===== config.mk =====
export PLATFORM = sky130hd
export DESIGN_NAME = mem_arbiter
export DESIGN_NICKNAME = d
export VERILOG_FILES = /design/src/rtl/mem_arbiter.sv
export SDC_FILE = /design/constraint.sdc
export NUM_CORES = 1
export LEC_CHECK = 0
export ABC_AREA = 0
export BUFFER_PORTS_ARGS = -buffer_cell sky130_fd_sc_hd__clkbuf_2
export CAP_MARGIN = 10
export CORE_AREA = 5 5 224 226
export CTS_CLUSTER_SIZE = 10
export DETAILED_ROUTE_END_ITERATION = 8
export DIE_AREA = 0 0 229 231
export HOLD_SLACK_MARGIN = 0.06
export MAX_ROUTING_LAYER = met4
export PLACE_DENSITY = 0.52
export REMOVE_ABC_BUFFERS = 1
export SYNTH_ARGS = -nofsm -noshare
export SYNTH_HDL_FRONTEND = slang
export SYNTH_SLANG_ARGS = --single-unit

===== constraint.sdc =====
create_clock -name clk -period 1.7 [get_ports clk]
set_input_delay 0.17 -clock clk [delete_from_list [all_inputs] [get_ports clk]]
set_output_delay 0.17 -clock clk [all_outputs]
set_load 0.01 [all_outputs]

===== src/rtl/mem_arbiter.sv =====
// Two-port (CPU / DMA) arbiter for a single shared data memory, one access outstanding at a time.
// Define ARB_ROUND_ROBIN_EN for alternating tie-break; default build gives the CPU fixed priority.
module mem_arbiter #(
    parameter int AW     = 64,
    parameter int DW     = 64,
    parameter int RD_LAT = 1
) (
    input  logic          clk,
    input  logic          reset,
    input  logic          cpu_req,
    input  logic          cpu_we,
    input  logic [AW-1:0] cpu_addr,
    input  logic [DW-1:0] cpu_wdata,
    output logic          cpu_gnt,
    output logic          cpu_rvalid,
    output logic [DW-1:0] cpu_rdata,
    input  logic          dma_req,
    input  logic          dma_we,
    input  logic [AW-1:0] dma_addr,
    input  logic [DW-1:0] dma_wdata,
    output logic          dma_gnt,
    output logic          dma_rvalid,
    output logic [DW-1:0] dma_rdata,
    output logic [AW-1:0] mem_addr,
    output logic [DW-1:0] mem_wdata,
    output logic          mem_wr,
    input  logic [DW-1:0] mem_rdata,
    output logic          busy
);

    typedef enum logic [1:0] {IDLE, ISSUE, RDWAIT} state_t;

    localparam logic [2:0] LP_CNT_INIT = 3'(RD_LAT - 1);

    state_t        r_state;
    logic          r_owner;          // 0 = CPU, 1 = DMA
    logic [2:0]    r_cnt;
    logic [AW-1:0] r_addr;
    logic          r_cpu_gnt;
    logic          r_dma_gnt;
    logic          r_cpu_rvalid;
    logic          r_dma_rvalid;
    logic [DW-1:0] r_cpu_rdata;
    logic [DW-1:0] r_dma_rdata;
    logic          r_busy;
`ifdef ARB_ROUND_ROBIN_EN
    logic          r_prio_dma;
`endif

    logic          w_any_req;
    logic          w_pick_dma;
    logic          w_done;
    logic          w_we;
    logic [AW-1:0] w_addr;
    logic [DW-1:0] w_wdata;

    assign w_any_req = cpu_req | dma_req;

`ifdef ARB_ROUND_ROBIN_EN
    assign w_pick_dma = dma_req & (~cpu_req | r_prio_dma);
`else
    assign w_pick_dma = dma_req & ~cpu_req;
`endif

    // The owner's request fields are only looked at while it is being granted.
    assign w_we    = r_owner ? dma_we    : cpu_we;
    assign w_addr  = r_owner ? dma_addr  : cpu_addr;
    assign w_wdata = r_owner ? dma_wdata : cpu_wdata;

    always_comb begin
        w_done = 1'b0;
        case (r_state)
            IDLE:    w_done = 1'b1;
            ISSUE:   w_done = w_we;
            RDWAIT:  w_done = (r_cnt == '0);
            default: w_done = 1'b0;
        endcase
    end

    always_comb begin
        mem_addr  = '0;
        mem_wdata = '0;
        mem_wr    = 1'b0;
        case (r_state)
            ISSUE: begin
                mem_addr  = w_addr;
                mem_wdata = w_wdata;
                mem_wr    = w_we;
            end
            RDWAIT:  mem_addr = r_addr;
            default: ;
        endcase
    end

    always_ff @(posedge clk or negedge reset) begin
        if (!reset) begin
            r_state      <= IDLE;
            r_owner      <= 1'b0;
            r_cnt        <= '0;
            r_addr       <= '0;
            r_cpu_gnt    <= 1'b0;
            r_dma_gnt    <= 1'b0;
            r_cpu_rvalid <= 1'b0;
            r_dma_rvalid <= 1'b0;
            r_cpu_rdata  <= '0;
            r_dma_rdata  <= '0;
            r_busy       <= 1'b0;
`ifdef ARB_ROUND_ROBIN_EN
            r_prio_dma   <= 1'b0;
`endif
        end else begin
            r_cpu_gnt    <= 1'b0;
            r_dma_gnt    <= 1'b0;
            r_cpu_rvalid <= 1'b0;
            r_dma_rvalid <= 1'b0;
            case (r_state)
                ISSUE: begin
                    if (!w_we) begin
                        r_addr  <= w_addr;
                        r_cnt   <= LP_CNT_INIT;
                        r_state <= RDWAIT;
                    end
                end
                RDWAIT: begin
                    if (r_cnt != '0) begin
                        r_cnt <= r_cnt - 3'd1;
                    end else if (r_owner) begin
                        r_dma_rdata  <= mem_rdata;
                        r_dma_rvalid <= 1'b1;
                    end else begin
                        r_cpu_rdata  <= mem_rdata;
                        r_cpu_rvalid <= 1'b1;
                    end
                end
                default: ;
            endcase
            // Completion of an access and IDLE share one selection path, so back-to-back grants need no idle cycle.
            if (w_done) begin
                if (w_any_req) begin
                    r_state   <= ISSUE;
                    r_owner   <= w_pick_dma;
                    r_cpu_gnt <= ~w_pick_dma;
                    r_dma_gnt <= w_pick_dma;
                    r_busy    <= 1'b1;
`ifdef ARB_ROUND_ROBIN_EN
                    r_prio_dma <= ~w_pick_dma;
`endif
                end else begin
                    r_state <= IDLE;
                    r_busy  <= 1'b0;
                end
            end
        end
    end

    assign cpu_gnt    = r_cpu_gnt;
    assign dma_gnt    = r_dma_gnt;
    assign cpu_rvalid = r_cpu_rvalid;
    assign dma_rvalid = r_dma_rvalid;
    assign cpu_rdata  = r_cpu_rdata;
    assign dma_rdata  = r_dma_rdata;
    assign busy       = r_busy;

endmodule


==> results.toml <==
[run_status]
status = "complete, but fails checks"
failed_checks = "negative setup slack"

[worst_setup_path]
rr_startpoint = "r_owner"
crit_buf_inv = 5
crit_path_end = "mem_wdata[29]"
critical_path.top_delay_family = "buffers and inverters"
critPathMaxStageDelay_ns = 0.49
worst_setup_path_start_kind = "flop"
worstPathArrival_ns = 2.10
critPathSlowestCell = "dfrtp_4"
cp.depth = 7
cp_max_fo = 17
r2r-end = "r_addr[28]"
ff2ff_path_depth = 8
crit_chain = "buf_12 -> buf_16 -> buf_6 -> mux2i_2 -> nor2b_1 -> buf_4 -> clkbuf_2"
crit_type = "reg2out"
cp.required_ns = 1.53
rrSetupSlack_ns = -0.33
cp-end-kind = "primary output"
critical_path.startpoint = "r_owner"

[final_layout]
nets = 2011
final_common_cell = "clkbuf_2"
multi_input_area_sq_um = 5910
fin_cells = 2320
seq_area_sq_um = 5080
layout-drive-gt1-share_pct = 66.5
fill_cells = 4575
area.growth.synth_to_final_pct = 83.2
stdcell_area_sq_um = 19400
final_util_pct = 40.4
mostFrequentLayoutCells = "523 x clkbuf_2, 202 x dfrtp_1, 200 x mux2_2"

[sta]
finalSetupTns_ns = -108.15
hold_ws_ns = 0.112
period_minus_slack_ns = 2.27
slew_viol_final = 0
fin_crit_sh_pct = 134
setup_violations = 328
fin_ws_ns = -0.574
clock_skew_ns = 0.0223
rsz0062_at_grt = "yes"
max_slew_margin_pct = 68.8
tightest_slew_ns = 0.468
max_freq_ghz = 0.440
hold_viol = 0

[power]
power_mw = 35.6
vdd_drop_max_mv = 1.10
p_per_area_nw_per_um2 = 1830
p_leak_nw = 9.37

[place]
placed_area_sq_um = 14900
dp_cells = 2038
dp_worst_setup_slack_ns = -0.0776
place.gp.congestion = 0.934
dp_hpwl_microns = 31900
numPortBuffers = 587

[synth]
avgSynthCellArea_sq_um = 12.9
synthTopCellsByArea = "dfrtp_1 48%, mux2_2 22%, mux2_4 6.9%, mux2i_1 6.5%, a22oi_1 4.6%"
synth_cell_types = 26
seq_area_frac_synth_pct = 47.9
synth_top_cell_by_area = "dfrtp_1"
syn_inst = 824
synthesis.area_sq_um = 10600
synth-seq-cells = 203
yosysTopAreaCellShare_pct = 47.9
synth_warnings = 0

[global_route]
grt_max_degree = 50
grt_pass1_vias = 10940
grt_first_pass_wirelength_microns = 66500
gr-total-overflow = 0
antenna_found_initial = 4
track_usage_pct = 16.4

[clock_tree]
numClockSinks = 203
clockBufferDepth = 3
cts_made_buffers = 27
clk_pin_slew_ns = 0.06
clk_latency_ns = 0.55
ctsHtreeMaxLevel = 1
cts-root-buf = "clkbuf_16"
cts_tree = "built"

[drt]
drt-pass1-iter-count = 4
routed_wl_microns = 46100
route.detailed.drc = 0
wl_per_cell_microns = 19.9
viasPerCell = 4.34
detail-route-antenna-nets = 0
vias = 10080
drt_iter0_drc = 352

[die]
die_w_microns = 229
die_h_microns = 231
die_area_sq_um = 52900
num_rows = 81
start_util_pct = 22.0
ioPinCount = 588
core-area_sq_um = 48100

[min_path]
hold_class = "in2reg"
hp-start = "cpu_addr[35]"

[flow_run]
cap_violations = 0
how the worst min path moves through the flow:
stage,endpoint,slack (ns),cells after the start
floorplan,busy,-0.13,0
global placement,dma_rdata[32],0.17,1
detailed placement,cpu_rdata[38],0.18,1
CTS,r_addr[35],0.07,4
global route,r_addr[35],0.09,4
finish,r_addr[35],0.11,4
state kept, by name, indices dropped and copies added (netlist names):
| register | flops |
|---|---|
| cpu_rdata | 64 |
| dma_rdata | 64 |
| r_addr | 64 |
| r_cnt | 3 |
| r_state | 2 |
| busy | 1 |
| cpu_gnt | 1 |
| cpu_rvalid | 1 |
| dma_gnt | 1 |
| dma_rvalid | 1 |
| r_owner | 1 |
worst reg2reg max path: cells and delay by family (launching register included):
kind / cells / cell delay, ns
buffers and inverters: 5 / 0.74
and+or+nand+nor: 1 / 0.16
muxes: 2 / 0.51
DFF: 1 / 0.49
synthesized netlist by cell type:
library cell / instances
mux2_2: 208
dfrtp_1: 203
mux2i_1: 69
nor2_1: 66
a22oi_1: 65
nor2b_1: 64
mux2_4: 49
buf_2: 30
clkbuf_1: 24
inv_1: 10
buf_6: 8
ha_1: 6
a21oi_1: 3
nand2b_1: 3
and2_1: 2
buf_1: 2
buf_4: 2
nand2_1: 2
a21o_1: 1
a221oi_1: 1
a221oi_4: 1
and3b_1: 1
mux2i_4: 1
nand3_1: 1
nand3b_1: 1
o22ai_2: 1
power breakdown:
group | total (mW) | switching [mW] | internal (mW)
sequential | 8.74 | 1.40 | 7.34
clock | 5.12 | 2.10 | 3.03
combinational | 21.7 | 9.89 | 11.8
total | 35.6 | 13.4 | 22.2
logic make-up (layout without fill, tap and decap cells):
kind of cell	count (synthesis)	count (layout)	synth area share, %
AO/OA/AOI/OAI	72	72	5.26
adder cells (fa/ha/maj)	6	6	0.708
buffers and inverters	76	947	3.68
flip-flops	203	203	47.9
multiplexers	327	327	35.8
other	0	3	0
AND/OR/NAND/NOR	140	140	6.68
layer usage:
metal | global-route usage [%] | up-vias | part of all wire, %
li1 | - | 4654 | -
met1 | 20.2 | 5030 | 41
met2 | 26.9 | 310 | 49
met3 | 4.38 | 86 | 6.8
met4 | 4.44 | 0 | 2.8
met5 | - | - | 0
repair_timing:
item / in CTS / in global routing
hold buffers: 193 / 0
resized for setup: 127 / 195
endpoints found under the hold margin: 399 / 0
gates cloned: 13 / 11
pin swaps: 2 / 8
endpoints found under the setup margin: 245 / 331
setup buffers: 12 / 9
area by class of cell:
type / count / share of cell area [%]
Antenna cell: 3 / 0.0386
Clock buffer: 38 / 3.85
Clock inverter: 7 / 0.219
Inverter: 10 / 0.206
Multi-Input combinational cell: 545 / 30.4
Sequential cell: 203 / 26.2
Tap cell: 622 / 4.01
Timing Repair Buffer: 892 / 35.1
(Power assumes the default switching activity.)
